File: config.mk
export PLATFORM = sky130hd
export DESIGN_NAME = ex_alu_md
export DESIGN_NICKNAME = d
export VERILOG_FILES = /design/src/rtl/ex_alu_md.sv
export SDC_FILE = /design/constraint.sdc
export NUM_CORES = 2
export LEC_CHECK = 0
export ABC_CLOCK_PERIOD_IN_PS = 16300
export BUFFER_PORTS_ARGS = -buffer_cell sky130_fd_sc_hd__buf_4
export CORE_MARGIN = 4
export CORE_UTILIZATION = 55
export DETAILED_ROUTE_END_ITERATION = 16
export PLACE_DENSITY_LB_ADDON = 0.3
export SLEW_MARGIN = 10
export SYNTH_ARGS = -nofsm -noshare
export SYNTH_HDL_FRONTEND = slang
export SYNTH_SLANG_ARGS = --single-unit
File: constraint.sdc
create_clock -name clk -period 16.3 [get_ports clk]
set_clock_uncertainty 0.2 [all_clocks]
set_input_delay 0.815 -clock clk [delete_from_list [all_inputs] [get_ports clk]]
set_output_delay 0.815 -clock clk [all_outputs]
set_load 0.05 [all_outputs]
File: src/rtl/ex_alu_md.sv
// Execute-stage integer ALU with iterative multiply/divide unit.
// Simple ops finish in one cycle. MUL*/DIV* ops iterate XLEN cycles on operand magnitudes.
module ex_alu_md #(
    parameter int XLEN  = 32,
    parameter int TID_W = 2
) (
    input  logic             clk,
    input  logic             rst,
    input  logic             flush,
    input  logic             in_valid,
    output logic             in_ready,
    input  logic [4:0]       in_op,
    input  logic [XLEN-1:0]  in_op1,
    input  logic [XLEN-1:0]  in_op2,
    input  logic [TID_W-1:0] in_tid,
    input  logic [4:0]       in_rd_addr,
    input  logic             in_rd_wen,
    output logic             out_valid,
    input  logic             out_ready,
    output logic [XLEN-1:0]  out_data,
    output logic [TID_W-1:0] out_tid,
    output logic [4:0]       out_rd_addr,
    output logic             out_rd_wen,
    output logic             busy,
    output logic [1:0]       fsm_state
);
    // Handshake: a request transfers on a rising edge where in_valid && in_ready;
    // a result transfers on a rising edge where out_valid && out_ready. out_* hold
    // stable while out_valid is high and out_ready is low. flush overrides both.
    typedef enum logic [1:0] {IDLE = 2'd0, MUL = 2'd1, DIV = 2'd2, DONE = 2'd3} state_t;

    localparam int SHW = $clog2(XLEN);
    localparam logic [4:0] OP_ADD = 5'd0,  OP_SUB = 5'd1,  OP_SLL = 5'd2,  OP_SLT = 5'd3;
    localparam logic [4:0] OP_SLTU = 5'd4, OP_XOR = 5'd5,  OP_SRL = 5'd6,  OP_SRA = 5'd7;
    localparam logic [4:0] OP_OR = 5'd8,   OP_AND = 5'd9,  OP_MUL = 5'd10, OP_MULH = 5'd11;
    localparam logic [4:0] OP_MULHSU = 5'd12, OP_MULHU = 5'd13, OP_DIV = 5'd14;
    localparam logic [4:0] OP_DIVU = 5'd15,   OP_REM = 5'd16,   OP_REMU = 5'd17;

    state_t            state;
    logic [SHW-1:0]    cnt;
    logic [4:0]        op_q;
    logic [TID_W-1:0]  tid_q;
    logic [4:0]        rd_q;
    logic              wen_q;
    logic              neg_q, rneg_q;
    logic [XLEN-1:0]   hi, lo, md;

    assign in_ready  = (state == IDLE) && !flush;
    assign busy      = (state == MUL) || (state == DIV);
    assign fsm_state = state;

    // Single-cycle results, computed straight from the request ports.
    logic [SHW-1:0]   shamt;
    logic [XLEN-1:0]  sra_res, simple_res;
    always_comb begin
        shamt      = in_op2[SHW-1:0];
        sra_res    = $signed(in_op1) >>> shamt;
        simple_res = '0;
        case (in_op)
            OP_ADD:  simple_res = in_op1 + in_op2;
            OP_SUB:  simple_res = in_op1 - in_op2;
            OP_SLL:  simple_res = in_op1 << shamt;
            OP_SLT:  simple_res = {{(XLEN-1){1'b0}}, $signed(in_op1) < $signed(in_op2)};
            OP_SLTU: simple_res = {{(XLEN-1){1'b0}}, in_op1 < in_op2};
            OP_XOR:  simple_res = in_op1 ^ in_op2;
            OP_SRL:  simple_res = in_op1 >> shamt;
            OP_SRA:  simple_res = sra_res;
            OP_OR:   simple_res = in_op1 | in_op2;
            OP_AND:  simple_res = in_op1 & in_op2;
            default: simple_res = '0;
        endcase
    end

    logic             is_mul, is_div, a_sgn, b_sgn, a_neg, b_neg, div_zero, div_ovf;
    logic [XLEN-1:0]  a_mag, b_mag, bypass_res;
    always_comb begin
        is_mul   = (in_op >= OP_MUL) && (in_op <= OP_MULHU);
        is_div   = (in_op >= OP_DIV) && (in_op <= OP_REMU);
        a_sgn    = (in_op == OP_MUL) || (in_op == OP_MULH) || (in_op == OP_MULHSU) ||
                   (in_op == OP_DIV) || (in_op == OP_REM);
        b_sgn    = (in_op == OP_MUL) || (in_op == OP_MULH) || (in_op == OP_DIV) || (in_op == OP_REM);
        a_neg    = a_sgn && in_op1[XLEN-1];
        b_neg    = b_sgn && in_op2[XLEN-1];
        a_mag    = a_neg ? -in_op1 : in_op1;
        b_mag    = b_neg ? -in_op2 : in_op2;
        div_zero = (in_op2 == '0);
        div_ovf  = ((in_op == OP_DIV) || (in_op == OP_REM)) &&
                   (in_op1 == {1'b1, {(XLEN-1){1'b0}}}) && (&in_op2);
        if (div_zero)
            bypass_res = ((in_op == OP_DIV) || (in_op == OP_DIVU)) ? '1 : in_op1;
        else
            bypass_res = (in_op == OP_DIV) ? in_op1 : '0;
    end

    // One iteration step; the final step's results feed the output register directly.
    logic [XLEN:0]      mul_sum, div_sh;
    logic               div_ok;
    logic [XLEN-1:0]    mul_hi_n, mul_lo_n, div_hi_n, div_lo_n, quo, rem, mul_res, div_res;
    logic [2*XLEN-1:0]  prod, prod_s;
    always_comb begin
        mul_sum  = {1'b0, hi} + (lo[0] ? {1'b0, md} : '0);
        mul_hi_n = mul_sum[XLEN:1];
        mul_lo_n = {mul_sum[0], lo[XLEN-1:1]};
        div_sh   = {hi, lo[XLEN-1]};
        div_ok   = (div_sh >= {1'b0, md});
        div_hi_n = div_ok ? (div_sh[XLEN-1:0] - md) : div_sh[XLEN-1:0];
        div_lo_n = {lo[XLEN-2:0], div_ok};
        prod     = {mul_hi_n, mul_lo_n};
        prod_s   = neg_q ? -prod : prod;
        mul_res  = (op_q == OP_MUL) ? prod_s[XLEN-1:0] : prod_s[2*XLEN-1:XLEN];
        quo      = neg_q ? -div_lo_n : div_lo_n;
        rem      = rneg_q ? -div_hi_n : div_hi_n;
        div_res  = ((op_q == OP_DIV) || (op_q == OP_DIVU)) ? quo : rem;
    end

    always_ff @(posedge clk or posedge rst) begin
        if (rst) begin
            state <= IDLE;   cnt <= '0;       op_q <= '0;  tid_q <= '0;
            rd_q <= '0;      wen_q <= 1'b0;   neg_q <= 1'b0; rneg_q <= 1'b0;
            hi <= '0;        lo <= '0;        md <= '0;
            out_valid <= 1'b0; out_data <= '0; out_tid <= '0;
            out_rd_addr <= '0; out_rd_wen <= 1'b0;
        end else if (flush) begin
            state     <= IDLE;
            cnt       <= '0;
            out_valid <= 1'b0;
        end else begin
            case (state)
                IDLE: if (in_valid && in_ready) begin
                    op_q  <= in_op;
                    tid_q <= in_tid;
                    rd_q  <= in_rd_addr;
                    wen_q <= in_rd_wen;
                    cnt   <= '0;
                    if (is_mul) begin
                        hi <= '0; lo <= b_mag; md <= a_mag;
                        neg_q <= a_neg ^ b_neg;
                        state <= MUL;
                    end else if (is_div && !div_zero && !div_ovf) begin
                        hi <= '0; lo <= a_mag; md <= b_mag;
                        neg_q  <= a_neg ^ b_neg;
                        rneg_q <= a_neg;
                        state  <= DIV;
                    end else begin
                        out_data    <= is_div ? bypass_res : simple_res;
                        out_tid     <= in_tid;
                        out_rd_addr <= in_rd_addr;
                        out_rd_wen  <= (in_op <= OP_REMU) && in_rd_wen;
                        out_valid   <= 1'b1;
                        state       <= DONE;
                    end
                end
                MUL, DIV: begin
                    hi  <= (state == MUL) ? mul_hi_n : div_hi_n;
                    lo  <= (state == MUL) ? mul_lo_n : div_lo_n;
                    cnt <= cnt + 1'b1;
                    if (cnt == SHW'(XLEN-1)) begin
                        out_data    <= (state == MUL) ? mul_res : div_res;
                        out_tid     <= tid_q;
                        out_rd_addr <= rd_q;
                        out_rd_wen  <= wen_q;
                        out_valid   <= 1'b1;
                        state       <= DONE;
                    end
                end
                DONE: if (out_ready) begin
                    out_valid <= 1'b0;
                    state     <= IDLE;
                end
                default: state <= IDLE;
            endcase
        end
    end
endmodule
Yosys cells after proc, flatten, opt, wreduce, memory -nomap -nowiden. Index checks and enable logic that the tools add are counted.

Register bits after elaboration: 159. Output and inout bits: 45. Logic and storage cells: 181.

Add/sub/neg operators: 10. Order comparisons: 7. Equality and inequality tests: 33. Shift operators: 3. Muxes and demuxes: 66. Bitwise gates (word level): 6. Reductions and logical operators: 40.

Operators by type and width (number): $mux 32 (27); $pmux 32 s10 (1); $pmux 32 s2 (3); $neg 32->32 (4); $lt 32x32->1 (2); $mux 64 (1); $neg 64->64 (1); $sub 32x32->32 (2); $eq 5x4->1 const B (10); $add 32x32->33 (1); $ge 33x32->1 (1); $add 32x32->32 (1); $and 32x32->32 (1); $eq 32x32->1 const B (1); $logic_not 32->1 (1); $or 32x32->32 (1); $reduce_and 32->1 (1); $shl 32x5->32 (1); $shr 32x5->32 (1); $sshr 32x5->32 (1); $xor 32x32->32 (1); $mux 5 (6); $eq 5x3->1 const B (4); $pmux 5 s2 (2); 34 further kinds (90).

Longest topological paths before layout.
Depth after elaboration: 11. Mapped depth: 26. Depth with buffers taken out: 22.

Worst setup path before layout. OpenSTA, ideal clock, no wires.

Kind: reg2reg. Start: reg hi[2]. End: reg out_data[26]. Setup time: 135 ps. Data arrival time: 5650 ps. Data required time: 15965 ps. Slack: 10315 ps. Stages on the path, launching flop included: 24. Path buffers: 5. Path through: dfrtp_1 > ha_1 > buf_2 > nand2_1 > a211o_1 > a2111oi_2 > o211ai_1 > nand3_1 > clkbuf_1 > clkbuf_1 > buf_1 > buf_1 > nand2_1 > o21ai_0 > ha_1 > nand3_1 > nand4b_1 > nor4b_1 > a21oi_1 > or3_1 > o41a_1 > xnor2_1 > o211ai_1 > nand4_1.

Cells in the longest elaborated chain, start to end: 8.

RTL lines: start: declaration (line 46) `logic [XLEN-1:0] hi, lo, md;`; start signal: assignment (line 154) `hi <= (state == MUL) ? mul_hi_n : div_hi_n;`; $sub 32x32->32 or $ge 33x32->1 (tied branches) (line 106, 105); $mux 32 (line 106) `div_hi_n = div_ok ? (div_sh[XLEN-1:0] - md) : div_sh[XLEN-1:0];`; $neg 32->32 (line 112) `rem = rneg_q ? -div_hi_n : div_hi_n;`; $mux 32 (line 112); $mux 32 (line 113) `div_res = ((op_q == OP_DIV) || (op_q == OP_DIVU)) ? quo : rem;`; $mux 32 (*) (line 158) `out_data <= (state == MUL) ? mul_res : div_res;`; $mux 32 (*) (line 157) `if (cnt == SHW'(XLEN-1)) begin`; $pmux 32 s2 (*) (line 128) `case (state)`; end signal: assignment (line 145) `out_data <= is_div ? bypass_res : simple_res;`; end signal: assignment (line 158); end: declaration (line 20) `output logic [XLEN-1:0] out_data,`.

Mark *: on every way between the ends. The rest lies on a longest branch, timed or not. The select of a mux whose other input is x is not followed. A chain may end at the register's enable or synchronous reset.

Worst setup path in the final report.
Start: reg hi[5]. End: reg out_data[30].

The elaborated chain is that of the path after synthesis.

==> flow_summary_export.csv <==
group,metric,value,unit
status,outcome,"finished clean",
synthesis,synth-adder-area-share,0.08345,
synthesis,seq_cells_post_synth,159,
synthesis,synthCells,3848,
floorplan,ios,127,
critical_path,slowest_stage,"nor4b_1",
synthesis,async_reset_ff_frac,1.000,
cts,cts_sinks,159,
synthesis,syn-mean-instance-area,6.991,um2
critical_path,critical_path.top_delay_family,"simple AND/OR/NAND/NOR gates",
grt,grt.total_usage,0.4295,
pwr,p_leak,11.72,nW
cts,cts-resized-gates,0,
synthesis,synthXorXnorAreaFrac,0.05893,
floorplan,floorplan.die.width,229.2,um
synthesis,synthDistinctLibCells,90,
critical_path,criticalPathCategory,"register to register",
synthesis,synth_compound_area_frac,0.3147,
grt,first_global_vias,28190,
final_layout,finish.cell_count_without_fillers,4359,
critical_path,cpPeakStageDelay,0.60,ns
synthesis,synth.mux.area_fraction,0.08870,
routing,wl,117600,um
timing,slew_hr,0.2160,
cts,postCtsHoldBufs,0,
final_layout,synthToLayoutAreaGrowth,5.195,%
hold_path,holdCritPathClass,"register to register",
synthesis,mappedNetlistNets,4107,
timing,max_freq,0.1502,GHz
critical_path,critical_path.endpoint_type,"register",
floorplan,die_area,0.05251,mm2
critical_path,cp-start-kind,"register",
cts,insertion_delay,0.47,ns
routing,route.detailed.wl_per_inst,26.99,um
cts,cts-root-to-sink-buffers,2,
grt,grt_pass1_wl,176400,um
critical_path,worst_path_most_repeated_cell,"o21ai_0",
timing,timing_hold_violations_final,0,
placed_design,dp_cells,4326,
synthesis,yosysWarnings,0,
final_layout,post_route_cells_drive_above_1_share,0.1015,
cts,h-tree-depth,4,
pwr,p_per_area,186.6,mW/mm2
cts,cts_root_buffer,"clkbuf_16",
timing,setup_viol,0,
hold_path,hold_start,"out_rd_addr[1]",
timing,rsz_0062_raised_after_global_routing,"no",
grt,grt_max_degree,94,
synthesis,seq_area_frac_synth,0.1479,
routing,dr.first_iter.drc_count,4472,
routing,drt_pass1_iterations,9,
grt,grt_antenna_before_repair,4,
timing,final.period_utilization,0.4084,
synthesis,synth_enable_flop_cells,0,
routing,drc_errors,0,
final_layout,design.final.nets,3989,
critical_path,reg2reg_setup_slack,9.64,ns
critical_path,worstPathMaxFanout,39,
timing,post_layout_min_period,6.658,ns
pwr,totalPowerFinal,5.282,mW
final_layout,mostFrequentLayoutCell,"nor2_1",
placed_design,hpwl,89890,um
placed_design,routabilityCongestion,1.088,
synthesis,synth-simple-area-share,0.2314,
routing,detailroute.via_count,30770,
critical_path,crit_path_arrival_time,6.79,ns
grt,globalRoute.totalOverflow,0,
cts,post_cts.repair.setup_buffers,0,
critical_path,worstReg2RegStart,"hi[5]",
routing,ant_nets,0,
timing,setup-tns-final,0,ns
critical_path,crit_path_from,"hi[5]",
critical_path,timing.critical_path.buf_inv,3,
floorplan,row_count,80,
placed_design,port_buffers,126,
critical_path,cp.required,16.44,ns
timing,final-max-slew-violation-count,0,
cts,cts_made_buffers,17,
floorplan,die_height,229.2,um
critical_path,timing.critical_path.cells,"ha_1, a21o_1, a21oi_1, o21ai_0, o211ai_1, nand3_2, inv_1, buf_4, o21ai_0, inv_1, ha_1, nand3_1, nand4b_1, nor4b_1, a21oi_1, or3_1, nor4_1, nand3b_1, a21boi_0, o21ai_0",
synthesis,synth_top_family_by_area,"compound AO/OA/AOI/OAI gates",
floorplan,start_util,0.5599,
timing,worstMarginPinSlew,1.172,ns
synthesis,synthFlopType,"dfrtp_1",
cts,cts_tree,"yes",
pwr,worst_ir_drop_vdd,0.1170,mV
flow_run,cap_violations,0,
final_layout,layout.cells.most_common_list,"446 x nor2_1, 416 x nand2_1, 352 x a21oi_1",
routing,detail_routed_via_count_per_cell,7.060,
floorplan,placeableCoreArea,0.04805,mm2
synthesis,syn_area,0.02690,mm2
cts,cts.clk_slew.worst_paths,0.07,ns
[cells in the mapped netlist, drive strengths merged, types with 12 or more instances]
master   instances  area, um2
nor2           450       1697
a2111oi         17      155.1
buf             37      166.4
o21a            24      180.2
and3            29      181.4
dfrtp          159       3979
nand3           74      370.4
a22oi           30      225.2
a31oi           53      337.8
and2            21      131.4
a211oi          79      593.1
or2             25      156.4
o2111ai         25      219.0
o41ai           16      140.1
a221oi          23      201.4
o21bai          20      150.1
xor2            55      481.7
xnor2          126       1104
nand4           38      237.7
o221ai          22      192.7
or3             53      350.3
a311oi          12      105.1
mux2            43      484.2
o31ai           46      345.3
or4             20      165.2
nor3            89      445.4
o21ai          340       1702
ha             173       2165
a211o           19      166.4
o22ai           21      131.4
nand2          417       1565
mux4            44      991.0
mux2i           91      910.9
nor4            35      219.0
inv            162      608.1
o311ai          13      113.9
clkbuf         281       1219
a21o            48      360.4
o211ai          68      510.5
a21oi          353       1767
nand2b          42      270.3
[through the flow]
stage / util / instance area, um2 / setup WS, ns / hold WS [ns]
after floorplan: - / 26900 / 10.32 / 0.2498
after global placement: 0.5774 / 27740 / 10.09 / 0.2612
after detailed placement: 0.5774 / 27740 / 9.931 / 0.2702
after CTS: 0.5889 / 28290 / 9.876 / 0.2849
after global routing: 0.5889 / 28290 / 9.366 / 0.3107
final: 0.5890 / 28300 / 9.642 / 0.2769
[cells by family after synthesis]
family,after synthesis
muxes,178
DFF,159
xor gates and xnor gates,181
buffers and inverters,484
and+or+nand+nor,1347
AOI/OAI and AO/OA,1322
adders and majority gates,177
[routing by layer]
metal / share of wire / global-route usage
met1: 0.38 / 0.5586
met2: 0.43 / 0.6626
met3: 0.12 / 0.08089
met4: 0.075 / 0.2594
met5: 0.00011 / 0
[worst register-to-register path, cell delays in order, from the launching register on]
cell	delay, ns
dfrtp_1	0.43
ha_1	0.41
a21o_1	0.25
a21oi_1	0.40
o21ai_0	0.30
o211ai_1	0.36
nand3_2	0.42
inv_1	0.20
buf_4	0.41
o21ai_0	0.23
inv_1	0.10
ha_1	0.20
nand3_1	0.11
nand4b_1	0.26
nor4b_1	0.60
a21oi_1	0.33
or3_1	0.48
nor4_1	0.37
nand3b_1	0.12
a21boi_0	0.24
o21ai_0	0.12
[power by group]
group / switching, mW / internal [mW]
Combinational: 2.73 / 1.37
Clock: 0.186 / 0.208
Sequential: 0.225 / 0.561
[area by class of cell]
type / count / area (um2)
inverter: 165 / 624.3
clock inverter: 11 / 83.83
timing repair buffer: 182 / 1366
sequential: 159 / 3980
clock buffer: 21 / 470.5
multi-input combinational: 3205 / 21000
fill: 4714 / 19750
tap: 615 / 769.5
antenna: 1 / 2.502
[path summary, 6_finish.rpt]
kind | end | cells after the start
worst max-delay path | out_data[30] | 20
worst min-delay path | out_rd_addr[1] | 2
worst max register to register | out_data[30] | 20
worst min register to register | out_rd_addr[1] | 2
max in group asynchronous | md[4] | 3
min in group asynchronous | md[29] | 2
[state kept, by name, summed over array words and instances (netlist names), 5 cells and up]
signal and cells:
cnt 5, hi 32, lo 32, md 32, op_q 5, out_data 32
out_rd_addr 5, rd_q 5
Power figures use the tool's default switching activity.
